`src/rtl/fifo_rr_arbiter.sv`:
```
// Round-robin drain arbiter: pops source FIFOs in bounded bursts and forwards
// each popped word to one shared destination FIFO one cycle later.
module fifo_rr_arbiter #(
  parameter int unsigned N_REQ      = 4,
  parameter int unsigned DATA_WIDTH = 4,
  parameter int unsigned BURST_LEN  = 2
) (
  input  logic                          clk,
  input  logic                          rst,
  input  logic                          enable,
  input  logic [N_REQ-1:0]              req_mask,
  input  logic [N_REQ-1:0]              src_empty,
  input  logic [N_REQ*DATA_WIDTH-1:0]   src_data,
  output logic [N_REQ-1:0]              src_rd_en,
  input  logic                          dst_full,
  input  logic                          dst_almost_full,
  output logic                          dst_wr_en,
  output logic [DATA_WIDTH-1:0]         dst_data,
  output logic [N_REQ-1:0]              grant,
  output logic                          busy
);

  localparam int unsigned IDX_W = (N_REQ > 1) ? $clog2(N_REQ) : 1;
  localparam int unsigned CNT_W = 4;

  typedef enum logic {IDLE, BURST} state_t;

  state_t                state, state_nxt;
  logic [N_REQ-1:0]      grant_nxt;
  logic [N_REQ-1:0]      elig;
  logic [IDX_W-1:0]      last, last_nxt;
  logic [IDX_W-1:0]      g_idx, pick_idx, sel_d;
  logic [CNT_W-1:0]      cnt, cnt_nxt;
  logic                  vld_d, pick_vld, pop;
  logic [DATA_WIDTH-1:0] src_word [N_REQ];

  assign elig = req_mask & ~src_empty;

  // Unpack the flat source bus into per-lane words
  always_comb begin
    for (int unsigned k = 0; k < N_REQ; k++) begin
      src_word[k] = src_data[k*DATA_WIDTH +: DATA_WIDTH];
    end
  end

  // Index of the current one-hot owner
  always_comb begin
    g_idx = '0;
    for (int unsigned k = 0; k < N_REQ; k++) begin
      if (grant[k]) g_idx = IDX_W'(k);
    end
  end

  // First eligible source searching circularly from last+1
  always_comb begin
    pick_vld = 1'b0;
    pick_idx = '0;
    for (int unsigned k = 1; k <= N_REQ; k++) begin
      if (!pick_vld && elig[IDX_W'((32'(last) + k) % N_REQ)]) begin
        pick_vld = 1'b1;
        pick_idx = IDX_W'((32'(last) + k) % N_REQ);
      end
    end
  end

  // Pops stop at almost-full so the single in-flight word always has a slot
  assign pop = (state == BURST) & enable & elig[g_idx] & ~dst_full & ~dst_almost_full
             & (cnt < CNT_W'(BURST_LEN)) & ~rst;

  assign src_rd_en = pop ? grant : '0;
  assign dst_wr_en = vld_d;
  assign dst_data  = vld_d ? src_word[sel_d] : '0;
  assign busy      = (state == BURST) | vld_d;

  always_comb begin
    state_nxt = state;
    grant_nxt = grant;
    last_nxt  = last;
    cnt_nxt   = cnt;
    case (state)
      IDLE: begin
        if (enable && pick_vld) begin
          state_nxt = BURST;
          grant_nxt = N_REQ'(1) << pick_idx;
          cnt_nxt   = '0;
        end
      end
      BURST: begin
        if (pop) cnt_nxt = cnt + CNT_W'(1);
        if ((cnt_nxt == CNT_W'(BURST_LEN)) || !elig[g_idx] || !enable) begin
          state_nxt = IDLE;
          last_nxt  = g_idx;
          grant_nxt = '0;
        end
      end
    endcase
  end

  always_ff @(posedge clk) begin
    if (rst) begin
      state <= IDLE;
      grant <= '0;
      last  <= IDX_W'(N_REQ - 1);
      cnt   <= '0;
      vld_d <= 1'b0;
      sel_d <= '0;
    end else begin
      state <= state_nxt;
      grant <= grant_nxt;
      last  <= last_nxt;
      cnt   <= cnt_nxt;
      vld_d <= pop;
      sel_d <= g_idx;
    end
  end

endmodule

```
`config.mk`:
```
export PLATFORM = sky130hd
export DESIGN_NAME = fifo_rr_arbiter
export DESIGN_NICKNAME = d
export VERILOG_FILES = /design/src/rtl/fifo_rr_arbiter.sv
export SDC_FILE = /design/constraint.sdc
export NUM_CORES = 1
export LEC_CHECK = 0
export CAP_MARGIN = 20
export CORE_UTILIZATION = 30
export DETAILED_ROUTE_END_ITERATION = 8
export PLACE_DENSITY_LB_ADDON = 0.3
export SYNTH_ARGS = -nofsm -noshare
export SYNTH_HDL_FRONTEND = slang
export SYNTH_SLANG_ARGS = --single-unit
```
`constraint.sdc`:
```
create_clock -name clk -period 2.78 [get_ports clk]
set_input_delay 0.417 -clock clk [delete_from_list [all_inputs] [get_ports clk]]
set_output_delay 0.417 -clock clk [all_outputs]
set_load 0.02 [all_outputs]
```
==> metrics.md <==
| Metric | Value |
|---|---|
| Global-route wire length before repair | just over 4 mm |
| Achievable Freq | around 380 MHz |
| # Max-Cap Violations | 0 |
| Reg-to-reg setup timing slack | about 1.1 ns |
| Clk_lat worst skew | 0.28 ns |
| Flop pwr share | 48.4% |
| RSZ-0062 raised after global routing | no |
| Sequential cell area fraction in the yosys report | 32.3% |
| Placement Cell Area | approximately 1300 µm² |
| Die area | about 3100 µm² |
| Post-Syn Area | about 870 µm² |
| CP Launch Type | input pin |
| TritonCTS Buffers | 3 |
| Fraction of layout cells with a size suffix above 1 | 12.2% |
| Share of the synthesized area in the top cell type | 32.3% |
| Worst-path cell chain | clkdlybuf4s50_1 > nor3_1 > nand4b_1 > nor4bb_1 > buf_4 > and2_1 > dlygate4sd2_1 |
| Starting DRT DRC Count | 26 |
| Post-layout util | just under 50% |
| Net Count, Synth | around 120 |
| Pwr per Cell Area | 343 nW/µm² |
| Via count | 924 |
| Initial DRT Pass Iterations | 4 |
| Maximum net fanout on the critical path | 8 |
| Pre-CTS setup slack | -0.0816 ns |
| WL per Instance | roughly 14 µm |
| Top_reg_cell synth | dfxtp_1 |
| Final setup fails | 0 |
| Die Wd | roughly 56 µm |
| DP HPWL | between 1.5 and 2 mm |
| Data arrival, critical path | roughly 2.2 ns |
| Buffers added on ports | 42 |
| Routed WL | about 2.4 mm |
| Sw Ratio | 26.9% |
| Max rail drop VDD | 0.257 mV |
| Status | finished clean |
| Final hold violations | 0 |
| Comb pwr share | about 28% |
| Yosys warns | 0 |
| RD Place Congestion | about 0.77 |
| Largest cells by area after synthesis | dfxtp_1 32%, mux4_2 10%, and2_1 7.2%, nor2_1 5.2%, nand2b_1 4.3% |
| P_leak | roughly 0.53 nW |
| Commonest non-fill, non-tap cell in the layout | clkdlybuf4s50_1 |
| Clock root buffer | clkbuf_4 |
| Most frequent cells in the layout | 38 x clkdlybuf4s50_1, 14 x dfxtp_1, 12 x nor2_1, 10 x and2_1, 6 x nand2b_1 |
| # fillers | 282 |
| Setup ws final | 0.167 ns |
| Row count | 19 |
| Hold WS | 0.516 ns |
| WP buf/inv | 3 |
| Starting Density | 31.4% |
| Synth area leader | dfxtp_1 |
| Crit path to | src_rd_en[0] |
| Worst Setup Path Type | in2out |
| Fin crit share | between 90 and 100% |
| Global route overflow | 0 |
| DRC violations left | 0 |
| Final instance area | 1370 µm² |
| Fin Setup TNS | 0 ns |
| Tmin final | between 2 and 3 ns |
| Via density | between 5 and 6 |
| Post-synthesis cell type count | 35 |
| Max Root-Sink Buffers | 2 |
| Crit-path max cell delay | roughly 0.45 ns |
| Cell Int Power | around 340 µW |
| Number of diodes | 0 |
| Synthesis-stage register bit count | 14 |
| Largest net degree at the start of global routing | 14 |
| TritonCTS clock tree | built |
| Area growth syn-to-layout | 57.4% |
| HP Class | reg2reg |
| Post-CTS Hold Buffers | 0 |
| Relative slew slack | roughly 76% |
| Worst Setup SP | rst |
| Number of global-route vias before repair | approximately 940 |
| Cells after Synth | 92 |
| R2r startpoint | state |
| Die span in y | about 56 µm |
| Net switching power | roughly 130 µW |
| Clock Power Share | around a quarter |
| GRT Total Usage | between 15 and 20% |
| Core Area | roughly 2800 µm² |
| Detail Route Antenna Nets | 0 |
| Clk sink count | 14 |
| Delay-heaviest family, CP | buffers and inverters |
| I/O pin cnt | 43 |
| Clk slew on worst S/H paths | about 0.080 ns |
| Max Slew Vio Count | 0 |
| WP data required | between 2 and 2.5 ns |
| Clock H-tree levels | 1 |
| Async S/R FF share, synth | 0% |
| Tightest Pin Transition | between 0.3 and 0.4 ns |
| Number of synthesized flops with an enable pin | 0 |
| Initial antenna violation count | 0 |
| Final #Nets | 171 |
| R2r endpoint | grant[0] |
| Worst Setup End Kind | output port |
| R2R depth | 5 |
| Slowest-stage cell, CP | clkdlybuf4s50_1 |
| Final Skew | roughly 0.011 ns |
| Synthesized area per cell | approximately 9.4 µm² |
| Crit. path cell count | 7 |
## Yosys cell counts, drive strengths merged (2+ instances only)
library cell	instances
a32o	4
dfxtp	14
nor3	4
nand2	2
nand3b	3
nor2	12
nand4b	2
mux4	4
nor2b	4
mux2i	2
o21ai	3
o221ai	2
and2	10
nand2b	6
a22oi	3
## power by group through the flow
stage | sequential [mW] | clock (mW) | combinational (mW)
2_1_floorplan | 0.231 | 0 | 0.0604
3_3_place_gp | 0.230 | 0 | 0.127
3_5_place_dp | 0.231 | 0 | 0.130
4_1_cts | 0.226 | 0.116 | 0.130
5_1_grt | 0.229 | 0.122 | 0.142
6_report | 0.226 | 0.112 | 0.130
## timing repair
action,4_1_cts,5_1_grt
endpoints found under the hold margin,0,0
endpoints found under the setup margin,4,0
gates resized for setup,4,0
setup buffers,0,0
## flip-flops by register name, indices dropped and copies added, names as in the netlist
name and flops:
cnt 4, dst_wr_en 1, sel_d 2, last 2
state 1, grant 4
## final cells by class
class / count / area, µm² / share of cell area [%]
repair buffers: 46 / 445 / 32.6
multi-input cells: 75 / 574 / 42.1
well taps: 31 / 38.8 / 2.84
clock buffers: 3 / 22.5 / 1.65
flip-flops and latches: 14 / 280 / 20.5
inverters: 1 / 3.75 / 0.275
## worst min-delay path by stage
stage | from | end | slack [ns] | cells after the start
after floorplan | cnt[3] | cnt[3] | 0.48 | 1
after CTS | cnt[3] | cnt[3] | 0.52 | 1
after global placement | cnt[3] | cnt[3] | 0.50 | 1
after global routing | cnt[3] | cnt[3] | 0.54 | 1
after detailed placement | cnt[3] | cnt[3] | 0.50 | 1
final | cnt[3] | cnt[3] | 0.52 | 1
## worst reg2reg max path, delay by kind of cell (launching register included)
family,cells,cell delay (ns)
flip-flops,1,0.47
AND/OR/NAND/NOR,2,0.36
AO/OA/AOI/OAI,3,0.70
## metal layers
layer	GRT usage, %	part of all wire (%)
met5	0	0
met1	18.6	40
met4	6.07	2.6
met3	6.51	8.8
met2	29.8	49
## metrics by stage
stage	total power, mW	instances
after global placement	0.357	167
after floorplan	0.291	92
after global routing	0.492	170
after CTS	0.472	170
final	0.468	170
after detailed placement	0.361	167
## cell families (layout without fill, tap and decap cells)
logic type / after synthesis / in the layout / share of synthesized area [%]
muxes: 6 / 6 / 12.7
and+or+nand+nor: 49 / 49 / 33.5
adders and majority gates: 1 / 1 / 1.44
DFF: 14 / 14 / 32.3
buffers and inverters: 3 / 50 / 1.44
AOI/OAI and AO/OA: 19 / 19 / 18.6
Power figures use the tool's default switching activity.
